**src/rtl/mem_arb_pkg.sv**
```systemverilog
// Shared types and constants for the round-robin memory arbiter.
package mem_arb_pkg;

  typedef enum logic {ARB = 1'b0, HOLD = 1'b1} arb_state_e;

  localparam logic REQ_RD = 1'b0;
  localparam logic REQ_WR = 1'b1;

  localparam int PERF_CNT_W = 16;

  // Saturating increment for the optional performance counters.
  function automatic logic [PERF_CNT_W-1:0] sat_inc(input logic [PERF_CNT_W-1:0] v);
    return (&v) ? v : v + 1'b1;
  endfunction

endpackage

```
**src/rtl/mem_arb_id_fifo.sv**
```systemverilog
// In-order tag FIFO holding the requester ID of every outstanding memory request.
// The head is read combinationally so responses can be steered with zero latency.
module mem_arb_id_fifo #(
  parameter int WIDTH = 2,
  parameter int DEPTH = 4
) (
  input  logic             clk_i,
  input  logic             rst_i,
  input  logic             push,
  input  logic [WIDTH-1:0] push_data,
  input  logic             pop,
  output logic [WIDTH-1:0] head,
  output logic             full,
  output logic             empty
);

  localparam int AW = $clog2(DEPTH);

  // One extra pointer bit distinguishes full from empty.
  logic [AW:0]      wr_ptr_reg;
  logic [AW:0]      rd_ptr_reg;
  logic [WIDTH-1:0] mem_reg [DEPTH];

  always_ff @(posedge clk_i or posedge rst_i) begin
    if (rst_i) begin
      wr_ptr_reg <= '0;
      rd_ptr_reg <= '0;
    end else begin
      if (push) wr_ptr_reg <= wr_ptr_reg + 1'b1;
      if (pop)  rd_ptr_reg <= rd_ptr_reg + 1'b1;
    end
  end

  always_ff @(posedge clk_i) begin
    if (push) mem_reg[wr_ptr_reg[AW-1:0]] <= push_data;
  end

  assign head  = mem_reg[rd_ptr_reg[AW-1:0]];
  assign empty = (wr_ptr_reg == rd_ptr_reg);
  assign full  = (wr_ptr_reg[AW] != rd_ptr_reg[AW]) &&
                 (wr_ptr_reg[AW-1:0] == rd_ptr_reg[AW-1:0]);

endmodule

```
**src/rtl/mem_arbiter.sv**
```systemverilog
// Round-robin arbiter sharing one in-order valid/ready memory between NUM_REQ requesters.
// Optional per-requester grant and stall counters are enabled by defining MEM_ARB_PERF_EN.
module mem_arbiter
  import mem_arb_pkg::*;
#(
  parameter int NUM_REQ    = 4,
  parameter int DATA_WIDTH = 32,
  parameter int ADDR_WIDTH = 7,
  parameter int MAX_OUTST  = 4
) (
  input  logic                          clk_i,
  input  logic                          rst_i,
  input  logic [NUM_REQ-1:0]            req_val_i,
  input  logic [NUM_REQ-1:0]            req_typ_i,
  input  logic [NUM_REQ*ADDR_WIDTH-1:0] req_addr_i,
  input  logic [NUM_REQ*DATA_WIDTH-1:0] req_data_i,
  output logic [NUM_REQ-1:0]            req_rdy_o,
  output logic [NUM_REQ-1:0]            rsp_val_o,
  output logic [DATA_WIDTH-1:0]         rsp_data_o,
  input  logic [NUM_REQ-1:0]            rsp_rdy_i,
  output logic                          mem_req_val_o,
  output logic                          mem_req_typ_o,
  output logic [ADDR_WIDTH-1:0]         mem_req_addr_o,
  output logic [DATA_WIDTH-1:0]         mem_req_data_o,
  input  logic                          mem_req_rdy_i,
  input  logic                          mem_rsp_val_i,
  input  logic [DATA_WIDTH-1:0]         mem_rsp_data_i,
  output logic                          mem_rsp_rdy_o,
  output logic                          err_o
`ifdef MEM_ARB_PERF_EN
  ,
  output logic [NUM_REQ*PERF_CNT_W-1:0] grant_cnt_o,
  output logic [PERF_CNT_W-1:0]         stall_cnt_o
`endif
);

  localparam int ID_W = $clog2(NUM_REQ);

  arb_state_e      state_reg, state_next;
  logic [ID_W-1:0] last_reg;
  logic [ID_W-1:0] gnt_reg;
  logic            err_reg;
  logic [ID_W-1:0] rr_winner;
  logic [ID_W-1:0] sel;
  logic [ID_W-1:0] head_id;
  logic            req_val_int;
  logic            req_acc;
  logic            rsp_acc;
  logic            fifo_full;
  logic            fifo_empty;

  // Round-robin search starting just after the last accepted requester.
  always_comb begin
    logic            found;
    logic [ID_W-1:0] cand;
    found     = 1'b0;
    cand      = '0;
    rr_winner = last_reg;
    for (int k = 1; k <= NUM_REQ; k++) begin
      cand = ID_W'((int'(last_reg) + k) % NUM_REQ);
      if (!found && req_val_i[cand]) begin
        rr_winner = cand;
        found     = 1'b1;
      end
    end
  end

  always_comb begin
    state_next  = state_reg;
    sel         = rr_winner;
    req_val_int = 1'b0;
    case (state_reg)
      ARB: begin
        sel         = rr_winner;
        req_val_int = (|req_val_i) && !fifo_full;
        if (req_val_int && !mem_req_rdy_i) state_next = HOLD;
      end
      HOLD: begin
        sel         = gnt_reg;
        req_val_int = req_val_i[gnt_reg] && !fifo_full;
        if (mem_req_rdy_i) state_next = ARB;
      end
      default: state_next = ARB;
    endcase
  end

  assign req_acc        = req_val_int && mem_req_rdy_i;
  assign mem_req_val_o  = req_val_int;
  assign mem_req_typ_o  = req_val_int ? req_typ_i[sel] : REQ_RD;
  assign mem_req_addr_o = req_val_int ? req_addr_i[sel*ADDR_WIDTH +: ADDR_WIDTH] : '0;
  assign mem_req_data_o = req_val_int ? req_data_i[sel*DATA_WIDTH +: DATA_WIDTH] : '0;

  assign mem_rsp_rdy_o = !fifo_empty && rsp_rdy_i[head_id];
  assign rsp_acc       = mem_rsp_val_i && mem_rsp_rdy_o;
  assign rsp_data_o    = mem_rsp_data_i;
  assign err_o         = err_reg;

  generate
    for (genvar gi = 0; gi < NUM_REQ; gi++) begin : g_port
      assign req_rdy_o[gi] = req_acc && (sel == ID_W'(gi));
      assign rsp_val_o[gi] = mem_rsp_val_i && !fifo_empty && (head_id == ID_W'(gi));
    end
  endgenerate

  always_ff @(posedge clk_i or posedge rst_i) begin
    if (rst_i) begin
      state_reg <= ARB;
      last_reg  <= ID_W'(NUM_REQ - 1);
      gnt_reg   <= '0;
      err_reg   <= 1'b0;
    end else begin
      state_reg <= state_next;
      if (state_reg == ARB && state_next == HOLD) gnt_reg <= sel;
      if (req_acc) last_reg <= sel;
      if (mem_rsp_val_i && fifo_empty) err_reg <= 1'b1;
    end
  end

  mem_arb_id_fifo #(
    .WIDTH (ID_W),
    .DEPTH (MAX_OUTST)
  ) u_id_fifo (
    .clk_i     (clk_i),
    .rst_i     (rst_i),
    .push      (req_acc),
    .push_data (sel),
    .pop       (rsp_acc),
    .head      (head_id),
    .full      (fifo_full),
    .empty     (fifo_empty)
  );

`ifdef MEM_ARB_PERF_EN
  logic [PERF_CNT_W-1:0] grant_cnt_reg [NUM_REQ];
  logic [PERF_CNT_W-1:0] stall_cnt_reg;

  generate
    for (genvar gi = 0; gi < NUM_REQ; gi++) begin : g_grant_cnt
      always_ff @(posedge clk_i or posedge rst_i) begin
        if (rst_i) begin
          grant_cnt_reg[gi] <= '0;
        end else if (req_acc && sel == ID_W'(gi)) begin
          grant_cnt_reg[gi] <= sat_inc(grant_cnt_reg[gi]);
        end
      end
      assign grant_cnt_o[gi*PERF_CNT_W +: PERF_CNT_W] = grant_cnt_reg[gi];
    end
  endgenerate

  always_ff @(posedge clk_i or posedge rst_i) begin
    if (rst_i) begin
      stall_cnt_reg <= '0;
    end else if (state_reg == HOLD) begin
      stall_cnt_reg <= sat_inc(stall_cnt_reg);
    end
  end
  assign stall_cnt_o = stall_cnt_reg;
`endif

endmodule

```
**config.mk**
```make
export PLATFORM = sky130hd
export DESIGN_NAME = mem_arbiter
export DESIGN_NICKNAME = d
export VERILOG_FILES = /design/src/rtl/mem_arb_pkg.sv /design/src/rtl/mem_arb_id_fifo.sv /design/src/rtl/mem_arbiter.sv
export SDC_FILE = /design/constraint.sdc
export NUM_CORES = 1
export LEC_CHECK = 0
export ABC_AREA = 1
export CAP_MARGIN = 20
export CELL_PAD_IN_SITES_DETAIL_PLACEMENT = 0
export CELL_PAD_IN_SITES_GLOBAL_PLACEMENT = 1
export CORE_MARGIN = 4
export CORE_UTILIZATION = 20
export CTS_BUF_LIST = sky130_fd_sc_hd__clkbuf_8
export CTS_CLUSTER_SIZE = 10
export DETAILED_ROUTE_END_ITERATION = 7
export PLACE_DENSITY_LB_ADDON = 0.1
export SYNTH_ARGS = -nofsm -noshare
export SYNTH_HDL_FRONTEND = slang
export SYNTH_HIERARCHICAL = 1
export SYNTH_SLANG_ARGS = --single-unit
```
**constraint.sdc**
```tcl
create_clock -name clk_i -period 2.27 [get_ports clk_i]
set_input_delay 0.3405 -clock clk_i [delete_from_list [all_inputs] [get_ports clk_i]]
set_output_delay 0.3405 -clock clk_i [all_outputs]
set_load 0.1 [all_outputs]
```
==> flow_results.org, run 1 <==
** Run status
- Outcome :: finished, violations left
- Violated checks :: setup timing

** Logic synthesis
- Cell type contributing the most total cell area after synthesis :: sky130_fd_sc_hd__nand2_1
- Yosys mapped a number of flops with a built-in enable equal to 8.
- For this run, the leading register cell type out of synthesis is sky130_fd_sc_hd__dfrtp_1.
- Portion of the post-synthesis area used by sequential elements :: 0.149
- The synthesized netlist occupies a cell area of 3650 um2.
- In the synthesized netlist, the number of instances is 728.
- After synthesis, the cell types taking the most area are sky130_fd_sc_hd__nand2_1 (32%), sky130_fd_sc_hd__nand3_1 (12%), sky130_fd_sc_hd__inv_1 (11%), sky130_fd_sc_hd__nor2_1 (9.3%), sky130_fd_sc_hd__dfrtp_1 (6.9%).
- Post-synthesis async set-or-reset flop share :: 0.600
- Yosys cell types :: 27
- After synthesis the netlist holds a flip-flop and latch count of 20.
- For this run, the number of Yosys warnings is 6.
- Area share of the leading cell type in the synthesized netlist :: 0.317
- In this run the mean area of a mapped cell was 5.01 um2.
- Synthesized Nets :: 937

** Worst setup path
- The worst setup path is launched from a register.
- For this run, the slowest stage of the critical path takes 660 ps.
- Required time of the critical path :: 1930 ps
- CP Cell Sequence :: inv_6 > nand2_1 > nand2_1 > nand2_2 > nand2_2 > inv_4 > nand2_2 > nand2_2 > nand3_4 > clkbuf_16 > nand3_1 > nand2_1 > nand2_1 > nand2_2 > nor2_4 > buf_12
- CP delay by family, top :: simple AND/OR/NAND/NOR gates
- Start-to-end type of the worst setup path :: register to output port
- In this run the worst path has a maximum fanout of 20.
- In this run the critical register-to-register path is captured at gnt_reg[1]$_DFFE_PP0P_.
- Number of cells on the worst reg-to-reg path :: 14
- Origin of the critical flop-to-flop path :: last_reg[0]$_DFFE_PP1P_
- The worst register-to-register path has a setup slack of 110 ps.
- The most numerous cell type found on the critical path is sky130_fd_sc_hd__nand2_2.
- Worst endpoint data arrival time :: 2510 ps
- Number of buffers and inverters on the critical path :: 4
- Setup crit end kind :: output port
- Among all stages on the critical path, the largest delay is contributed by sky130_fd_sc_hd__dfstp_2.

** Clock tree
- In this run, CTS created clock tree buffers numbering 3.
- Clock latency on the worst-skew pair, taken at its later pin, is 260 ps.
- In this run the number of H-tree levels came out at 1.
- Reg clk slew, reported paths :: 70 ps
- The clock passes through at most 2 buffers.
- TritonCTS Sinks :: 20
- Clock tree from TritonCTS :: done
- Root buffer selected by CTS :: sky130_fd_sc_hd__clkbuf_8

** GRT
- Across every metal layer, demand over resource in global routing totals 0.154.
- Overall overflow remaining after global route :: 0
- The initial antenna violation count is 0.
- Via count of the first global-routing pass :: 5181
- Entering global routing, the biggest net connects 41 pins.
- The first global-routing pass estimated 25.6 mm of wire.

** Routing
- Via-to-Cell Ratio :: 4.25
- The detail route stage leaves a number of antenna-violating nets equal to 0.
- For this run, design rule violations remaining after detail routing come to 0.
- The routed design uses 1.27 mm of met3 wire.
- The routed layout has 5015 vias.
- The detailed router used layers up to and including met4.
- The detailed router finished its first iteration with 142 violations.
- Before antenna repair, the detailed router went through 4 iterations.
- The detailed router put a total of 6.72 mm of wire on met1.
- Dividing the detail-routed wire length by the instance count gives 14.6 um.
- Post-detailed-routing wire length :: 17.2 mm
- In the detailed route, the total length drawn on met2 is 8.93 mm.

** Final layout
- Synth-to-layout area growth :: 113%
- Measured on the finished design, the core utilization comes to 0.432.
- Leaving out filler cells and counting taps, the final layout contains 1181.
- The layout has 1861 filler cells.
- The register with the most flip-flops in the layout has 8 of them.
- Proportion of layout cells with a drive suffix above 1 :: 0.299
- The library cells used most frequently in the layout, excluding fill and tap cells, are sky130_fd_sc_hd__nand2_1 (253), sky130_fd_sc_hd__clkdlybuf4s50_1 (168), sky130_fd_sc_hd__inv_1 (101), sky130_fd_sc_hd__nand3_1 (87), sky130_fd_sc_hd__buf_12 (60).
- The repair_antennas step left the layout with diodes totalling 0.
- The net count of the finished layout is 1162.
- Final instance area :: 7770 um2
- Leaving out fill and tap cells, the most frequent cell in the layout is sky130_fd_sc_hd__nand2_1.

** Job
- Across the run, the number of max-cap violations was 0.

** STA
- Slew at the pin with the worst max-slew slack :: 308 ps
- RSZ-0062 raised after global routing :: yes
- The number of hold-slack violations in the final timing report was 0.
- Setup violations remaining at the end of the flow were counted as 45.
- Timing would allow up to 0.351 GHz.
- Final Max Slew Viols :: 0
- Final critical-path share of the clock period :: 1.25
- Final critical path time including I/O delays and setup :: 2850 ps
- Once routing completed, OpenROAD measured the worst setup slack at -577 ps.
- Setup Total Neg Slack :: -23270 ps
- Between clock sinks in the finished design, the worst skew comes to 2.08 ps.
- In this run the tightest slew margin relative to its limit is 0.794.

** Floorplanning
- Core Rows :: 49
- The core region is 18000 um2.
- Total Die Area :: 20500 um2
- Top-level port count :: 287
- Floorplan die width :: 143 um
- Initial standard-cell utilization of the core :: 0.203
- From bottom edge to top edge, the die measures 143 um.

** Placed design
- During placement, the flow inserted port buffers numbering 222.
- The wire-length estimate of the detail-placed layout is 13.1 mm.
- The number of placed instances, taps included, is 1161.
- Routability-driven placement finished with a final weighted congestion of 0.786.
- After detailed placement, the total cell area comes to 7110 um2.

** Hold path
- Class of the most critical hold timing path :: input port to async pin
cells by family after synthesis:
group / Yosys count / share of synthesized area
compound gates: 16 / 0.0250
xor+xnor: 6 / 0.0144
fa+ha+maj: 5 / 0.0171
buf+inv: 180 / 0.239
flops: 20 / 0.149
simple gates: 501 / 0.556
synthesized netlist by cell type, drive strengths merged (4+ instances only):
| master | number |
|---|---|
| nand3 | 92 |
| clkbuf | 11 |
| dfrtp | 10 |
| o21ai | 9 |
| ha | 5 |
| inv | 110 |
| nand2 | 314 |
| buf | 59 |
| nor2 | 90 |
| nor3 | 4 |
| edfxtp | 8 |
per-layer routing:
layer  global-route usage  vias up
met5                    0        -
met4               0.0345        0
met3               0.0305       28
met2                0.294      165
met1                0.176     2229
li1                     -     2593
how the worst max path moves through the flow:
stage | start | to | slack [ps] | depth (start not counted)
6_report | last_reg[0]$_DFFE_PP1P_ | mem_req_data_o[31] | -580 | 16
5_1_grt | last_reg[0]$_DFFE_PP1P_ | mem_req_addr_o[2] | -750 | 16
4_1_cts | last_reg[0]$_DFFE_PP1P_ | mem_req_typ_o | -550 | 16
3_5_place_dp | req_val_i[1] | mem_req_data_o[17] | -560 | 15
3_3_place_gp | req_val_i[2] | mem_req_data_o[15] | -490 | 16
2_1_floorplan | last_reg[0]$_DFFE_PP1P_ | mem_req_data_o[23] | -330 | 17
through the flow:
stage | setup WS, ps | hold WS, ps
finish | -577 | 323
CTS | -554 | 322
detailed placement | -563 | 452
floorplan | -327 | 130
global placement | -494 | 440
global route | -747 | 363
what timing repair did:
action,CTS,global route
hold buffers,0,0
setup buffers,13,2
pin swaps,19,13
gates cloned,4,3
endpoints found under the setup margin,50,61
resized for setup,97,32
final cells by class:
cell class	instances	area, um2	area share
repair buffers	290	3510	0.452
multi-input cells	528	2950	0.379
flip-flops and latches	20	543	0.0699
inverters	110	433	0.0557
well taps	229	287	0.0369
clock buffers	3	41.3	0.00532
clock inverters	1	3.75	0.000483
worst reg2reg max path, delay by kind of cell, from the launching register on:
| kind | cells | cell delay, ps |
|---|---|---|
| AND/OR/NAND/NOR | 7 | 610 |
| flip-flops | 1 | 660 |
| AO/OA/AOI/OAI | 2 | 200 |
| buffers and inverters | 5 | 580 |
Power of run 1 is left out: the tool's default activity adds up to more than one toggle a clock period on the data nets, which glitch-free logic cannot reach.
==> run 2: changes to the inputs <==
--- a/config.mk
+++ b/config.mk
@@ -7,7 +7,7 @@
 export LEC_CHECK = 0
 export ABC_AREA = 1
 export CAP_MARGIN = 20
-export CELL_PAD_IN_SITES_DETAIL_PLACEMENT = 0
+export CELL_PAD_IN_SITES_DETAIL_PLACEMENT = 1
 export CELL_PAD_IN_SITES_GLOBAL_PLACEMENT = 1
 export CORE_MARGIN = 4
 export CORE_UTILIZATION = 20
==> flow_results.org, run 2 (same netlist as run 1, synthesis figures left out) <==
** Run status
- The run finished, with violations left.
- Violated checks :: setup timing

** Placed design
- The number of input and output port buffers inserted was 222 (unchanged).
- The routability-driven placement congestion ratio was 0.786 (unchanged).
- The HPWL reported at the end of detailed placement is 14.7 mm (+12%).

** Worst setup path
- The highest cell delay on the worst timing path came to 670 ps (about the same).
- Traced cell by cell, the critical path runs through inv_6 > nand2_2 > nand2_2 > nand2_2 > nand2_4 > inv_6 > nand2_4 > nand2_4 > nand3_4 > buf_12 > buf_16 > nand3_1 > nand2_1 > nand2_2 > nand2_2 > nor2_4 > buf_12.
- The number of buffer and inverter instances along the worst setup path is 5 (+1).
- Origin of the critical flop-to-flop path :: last_reg[0]$_DFFE_PP1P_
- The endpoint required time on the critical path is 1930 ps (about the same).
- The setup path with the least slack is of type register to output port.
- The worst setup path is launched from a register.
- Number of cells on the worst reg-to-reg path :: 15 (+1)
- The critical path data arrival time came to 2570 ps (+60 ps).
- Cell repeated most along the worst path :: sky130_fd_sc_hd__nand2_2
- The worst register-to-register path ends at gnt_reg[1]$_DFFE_PP0P_.
- STA classifies the critical path endpoint as an output port.
- Crit path max fanout :: 10 (-50%)
- The reg2reg setup slack came to 40 ps (-70 ps).
- Max stage delay cell, worst path :: sky130_fd_sc_hd__dfstp_2
- CP delay by family, top :: simple AND/OR/NAND/NOR gates

** Floorplanning
- Vertical extent of the die :: 143 um (unchanged)
- The floorplan row count is 49 (unchanged).
- Top-level port count :: 287 (unchanged)
- Placeable core area :: 18000 um2 (unchanged)
- Floorplan die width :: 143 um (unchanged)
- Initial standard-cell utilization of the core :: 0.203 (unchanged)
- Total Die Area :: 20500 um2 (unchanged)

** STA
- The number of endpoints failing setup at the final stage is 45 (unchanged).
- Achievable clock frequency :: 0.343 GHz (-2.2%)
- Setup repair after global routing could not meet its margin everywhere.
- Final hold violation count :: 0 (unchanged)
- Post-route worst hold slack :: 352 ps (+28.4 ps)
- Final critical path time including I/O delays and setup :: 2910 ps (+64.7 ps)
- Final critical-path share of the clock period :: 1.28 (+0.0285)
- Final Max Slew Viols :: 0 (unchanged)
- The maximum clock skew at final layout was 4.67 ps (+2.59 ps).
- The worst-margin pin slew is 319 ps (+10.9 ps).
- Max_slew headroom :: 0.786 (-0.00860)
- The worst setup margin came to -641 ps (-64.7 ps).

** Final layout
- The number of nets in the layout came to 1168 (+0.52%).
- The number of flip-flops in the largest register came to 8 (unchanged).
- Commonest cells after routing, fill and taps aside :: sky130_fd_sc_hd__nand2_1 (226), sky130_fd_sc_hd__clkdlybuf4s50_1 (168), sky130_fd_sc_hd__inv_1 (101), sky130_fd_sc_hd__nand3_1 (84), sky130_fd_sc_hd__nand2_2 (75)
- Final cell utilization of the core :: 0.454 (+0.0216)
- Number of fillers in the final layout :: 2179 (+17%)
- The share of layout cells above drive strength 1 is 0.339 (+0.0399).
- Synth-to-layout area growth :: 124%
- Leaving out fill and tap cells, the most frequent cell in the layout is sky130_fd_sc_hd__nand2_1.

** Clock tree
- TritonCTS built the clock tree.
- The number of buffers inserted during clock tree synthesis is 3 (unchanged).
- Reg clk slew, reported paths :: 80 ps (about the same)
- TritonCTS Sinks :: 20 (unchanged)
- Worst skew pair latency :: 250 ps (about the same)
- The level count of the clock H-tree was 1 (unchanged).
- Number of hold buffers added after CTS :: 0 (unchanged)
- Maximum clock path buffer count :: 2 (unchanged)
- The tree is rooted in a sky130_fd_sc_hd__clkbuf_8.

** Routing
- DRC violations left :: 0 (unchanged)
- The final wirelength came to 19.8 mm (+15%).
- DR vias :: 5244 (+4.6%)
- Count of nets left with antenna violations after detail routing :: 0 (unchanged)
- The average detailed-routed wire length per instance came to 16.6 um (+14%).
- Number of detailed-routing iterations run before antenna repair :: 4 (unchanged)
- Via-to-Cell Ratio :: 4.41 (+4.0%)
- The number of DRC violations after detailed-routing iteration 0 was 168 (+18%).

** GRT
- Via count of the first global-routing pass :: 5934 (+15%)
- Overall overflow remaining after global route :: 0 (unchanged)
- The maximum number of pins on one net before global-route repair came to 26 (-37%).
- Global-route wire length before repair :: 30.5 mm (+19%)
- The total routing resource utilization after global routing came to 0.184 (+0.0303).
- Number of antenna violations at the first check in global routing :: 0 (unchanged)

** Hold path
- The worst hold path belongs to the class input port to async pin.

** Job
- Max-cap violation count :: 0 (unchanged)
==> run 2: cell count changes in the layout (fill, tap and decap cells not counted), sizes merged <==
cell | previous run | this run
clkinv | 2 | 0
diode | 0 | 1
inv | 109 | 110
buf | 116 | 123
==> run 2: final cells by class <==
class                           instances  area, um2  area share
Antenna cell                            1       2.50    0.000307
Timing Repair Buffer                  296       3710       0.455
Multi-Input combinational cell        528       3120       0.382
Sequential cell                        20        544      0.0667
Tap cell                              229        287      0.0351
Clock buffer                            4       55.1     0.00675
Inverter                              110        438      0.0537
==> run 2: worst max-delay path by stage <==
| stage | startpoint | slack [ps] | to | cells past startpoint |
|---|---|---|---|---|
| 5_1_grt | last_reg[0]$_DFFE_PP1P_ | -790 | mem_req_data_o[22] | 17 |
| 6_report | last_reg[0]$_DFFE_PP1P_ | -640 | mem_req_data_o[24] | 17 |
| 3_3_place_gp | req_val_i[2] | -490 | mem_req_data_o[15] | 16 |
| 4_1_cts | last_reg[0]$_DFFE_PP1P_ | -630 | mem_req_data_o[22] | 17 |
| 2_1_floorplan | last_reg[0]$_DFFE_PP1P_ | -330 | mem_req_data_o[23] | 17 |
| 3_5_place_dp | req_val_i[3] | -600 | mem_req_data_o[16] | 15 |
==> run 2: metal layers <==
layer,global-route usage,up-vias,wire length [um]
met5,0,-,0
met4,0.0480,0,441
met3,0.0308,36,1170
met2,0.350,167,10500
met1,0.213,2431,7660
li1,-,2610,-
==> run 2: stage by stage <==
stage / area, um2 / std cells / setup TNS (ps) / worst slack, ps
finish: 8160 / 1188 / -26770 / -641
global route: 8150 / 1187 / -33540 / -791
CTS: 7960 / 1183 / -26290 / -632
detailed placement: 7110 / 1161 / -25270 / -597
global placement: 7110 / 1161 / -21170 / -494
floorplan: 4080 / 728 / -11540 / -327
==> run 2: repair_timing <==
action	CTS	global route
resized for setup	144	43
buffers inserted	11	3
endpoints found under the setup margin	54	66
pin swaps	43	23
gates cloned	9	2
Power of run 2 is left out for the same reason.
==> run 3: changes to the inputs <==
--- a/config.mk
+++ b/config.mk
@@ -14,6 +14,7 @@
 export CTS_BUF_LIST = sky130_fd_sc_hd__clkbuf_8
 export CTS_CLUSTER_SIZE = 10
 export DETAILED_ROUTE_END_ITERATION = 7
+export GPL_TIMING_DRIVEN = 0
 export PLACE_DENSITY_LB_ADDON = 0.1
 export SYNTH_ARGS = -nofsm -noshare
 export SYNTH_HDL_FRONTEND = slang
==> flow_results.org, run 3 (same netlist as run 1, synthesis figures left out) <==
** Run status
- Outcome :: finished, violations left
- Violated checks :: setup timing

** Job
- The max-capacitance violation count is 0 (unchanged).

** Clock tree
- TritonCTS Sinks :: 20 (unchanged)
- Clock buffer count from CTS :: 3 (unchanged)
- Worst skew pair latency :: 270 ps (+20 ps)
- The clock-pin slew on the worst setup and hold paths was 80 ps (about the same).
- Htree depth :: 1 (unchanged)
- Maximum clock path buffer count :: 2 (unchanged)
- Clock tree from TritonCTS :: done
- Root buffer selected by CTS :: sky130_fd_sc_hd__clkbuf_8

** Routing
- DRC violations left :: 0 (unchanged)
- The average detailed-routed wire length per instance is 14.7 um (-12%).
- DR vias :: 5278 (+0.65%)
- The count of TritonRoute iterations in the first routing pass came to 4 (unchanged).
- The final wirelength came to 18.2 mm (-8.2%).
- The number of DRC violations after detailed-routing iteration 0 is 103 (-39%).
- Via-to-Cell Ratio :: 4.27 (-3.3%)
- The post-detailed-route count of antenna-violating nets came to 0 (unchanged).

** Final layout
- Number of fillers in the final layout :: 2220 (+1.9%)
- Leaving out fill and tap cells, the most frequent cell in the layout is sky130_fd_sc_hd__nand2_1.
- The number of diodes added for antenna fixing came to 0 (-1).
- Commonest cells after routing, fill and taps aside :: sky130_fd_sc_hd__nand2_1 (254), sky130_fd_sc_hd__clkdlybuf4s50_1 (204), sky130_fd_sc_hd__inv_1 (101), sky130_fd_sc_hd__nand3_1 (85), sky130_fd_sc_hd__buf_4 (51)
- Synth-to-layout area growth :: 125%
- Largest register FFs :: 8 (unchanged)
- The number of nets in the layout came to 1217 (+4.2%).
- Proportion of layout cells with a drive suffix above 1 :: 0.293 (-0.0463)

** Placed design
- The HPWL reported at the end of detailed placement was 14.5 mm (-1.1%).
- Gpl congestion :: 0.756 (-3.9%)
- The number of input and output port buffers inserted was 254 (+14%).

** STA
- The worst setup margin was -644 ps (-2.86 ps).
- RSZ-0062 raised after global routing :: yes
- The count of pins over their slew limit came to 0 (unchanged).
- Slew at the pin with the worst max-slew slack :: 975 ps (+656 ps)
- Final setup skew :: 9.06 ps (+4.40 ps)
- The share of the cycle needed by the critical path after routing came to 1.28 (about the same).
- Max_slew headroom :: 0.348 (-0.438)
- The maximum clock frequency is 0.343 GHz (about the same).
- The post-route minimum period came to 2910 ps (+2.86 ps).
- Final hold violation count :: 0 (unchanged)
- The number of endpoints failing setup at the final stage came to 45 (unchanged).
- Setup Total Neg Slack :: -26370 ps (+399 ps)

** Worst setup path
- Crit path max fanout :: 13 (+3)
- By startpoint and endpoint, the worst setup path is classified as register to output port.
- The endpoint required time on the critical path is 1930 ps (about the same).
- The logic depth of the worst register-to-register path is 14 (-1).
- Startpoint type of the worst setup path :: register
- Setup crit end kind :: output port
- The critical path data arrival time is 2570 ps (about the same).

** GRT
- The via count of the first global-routing pass came to 5500 (-7.3%).
- The total routing resource utilization after global routing was 0.165 (-0.0191).
- Number of antenna violations at the first check in global routing :: 0 (unchanged)
- The total global routing overflow was 0 (unchanged).
- Global-route wire length before repair :: 27.5 mm (-9.6%)
- Largest net degree at the start of global routing :: 14 (-46%)

** Floorplanning
- Top-level port count :: 287 (unchanged)
- The floorplan die height is 143 um (unchanged).
- The overall die width was 143 um (unchanged).
- Total Die Area :: 20500 um2 (unchanged)
- Core Rows :: 49 (unchanged)
- Initial standard-cell utilization of the core :: 0.203 (unchanged)
- Placeable core area :: 18000 um2 (unchanged)

** Hold path
- Class of the most critical hold timing path :: input port to async pin
run 3: repair_timing:
action	4_1_cts	5_1_grt
setup buffers	14	4
hold buffers	0	0
pin swaps	26	21
cloned	2	1
gates resized for setup	556	52
setup endpoints to repair	53	60
run 3: worst paths after layout:
| path | startpoint | endpoint | slack, ps |
|---|---|---|---|
| setup / recovery | last_reg[0]$_DFFE_PP1P_ | mem_req_data_o[25] | -640 |
| hold / removal | rst_i | u_id_fifo/wr_ptr_reg[1]$_DFFE_PP0P_ | 310 |
| setup reg to reg | last_reg[0]$_DFFE_PP1P_ | last_reg[0]$_DFFE_PP1P_ | 190 |
| hold reg to reg | err_o$_DFFE_PP0P_ | err_o$_DFFE_PP0P_ | 460 |
| max in group asynchronous | rst_i | last_reg[0]$_DFFE_PP1P_ | 1680 |
| min in group clk_i | err_o$_DFFE_PP0P_ | err_o$_DFFE_PP0P_ | 460 |
run 3: layer usage:
metal	track usage	vias to the layer above	part of all wire
li1	-	2700	-
met1	0.196	2373	0.40
met2	0.302	192	0.49
met3	0.0469	13	0.095
met4	0.0245	0	0.013
met5	0	-	0
run 3: through the flow:
stage | worst slack (ps) | instances | instance area (um2) | utilization | hold WS (ps)
after global routing | -811 | 1236 | 8210 | 0.457 | 348
after CTS | -633 | 1231 | 7970 | 0.444 | 317
after detailed placement | -1710 | 1211 | 6910 | 0.385 | 447
final | -644 | 1236 | 8210 | 0.457 | 310
after global placement | -1680 | 1211 | 6910 | 0.385 | 450
after floorplan | -327 | 728 | 4080 | - | 130
run 3: critical path: stages, from the launching register on:
cell                      delay, ps
sky130_fd_sc_hd__dfstp_2        540
sky130_fd_sc_hd__buf_6          140
sky130_fd_sc_hd__inv_8           50
sky130_fd_sc_hd__nand2_2         60
sky130_fd_sc_hd__nand2_2         70
sky130_fd_sc_hd__nand2_2         90
sky130_fd_sc_hd__nand2_2         70
sky130_fd_sc_hd__inv_2           90
sky130_fd_sc_hd__nand2_2         70
sky130_fd_sc_hd__nand2_2         80
sky130_fd_sc_hd__nand3_4        170
sky130_fd_sc_hd__nand2_8        210
sky130_fd_sc_hd__buf_12         160
sky130_fd_sc_hd__nand2_1         60
sky130_fd_sc_hd__nand2_1         70
sky130_fd_sc_hd__nor2_2          50
sky130_fd_sc_hd__nor2_4         130
sky130_fd_sc_hd__buf_12         180
run 3: area by class of cell:
type | instances | area [um2] | share of cell area
timing repair buffer | 275 | 3230 | 0.394
buffer | 70 | 646 | 0.0787
sequential | 20 | 547 | 0.0666
multi-input combinational | 528 | 2990 | 0.365
inverter | 110 | 430 | 0.0525
clock buffer | 3 | 41.3 | 0.00503
clock inverter | 1 | 30.0 | 0.00366
tap | 229 | 287 | 0.0349
Power of run 3 is left out for the same reason.
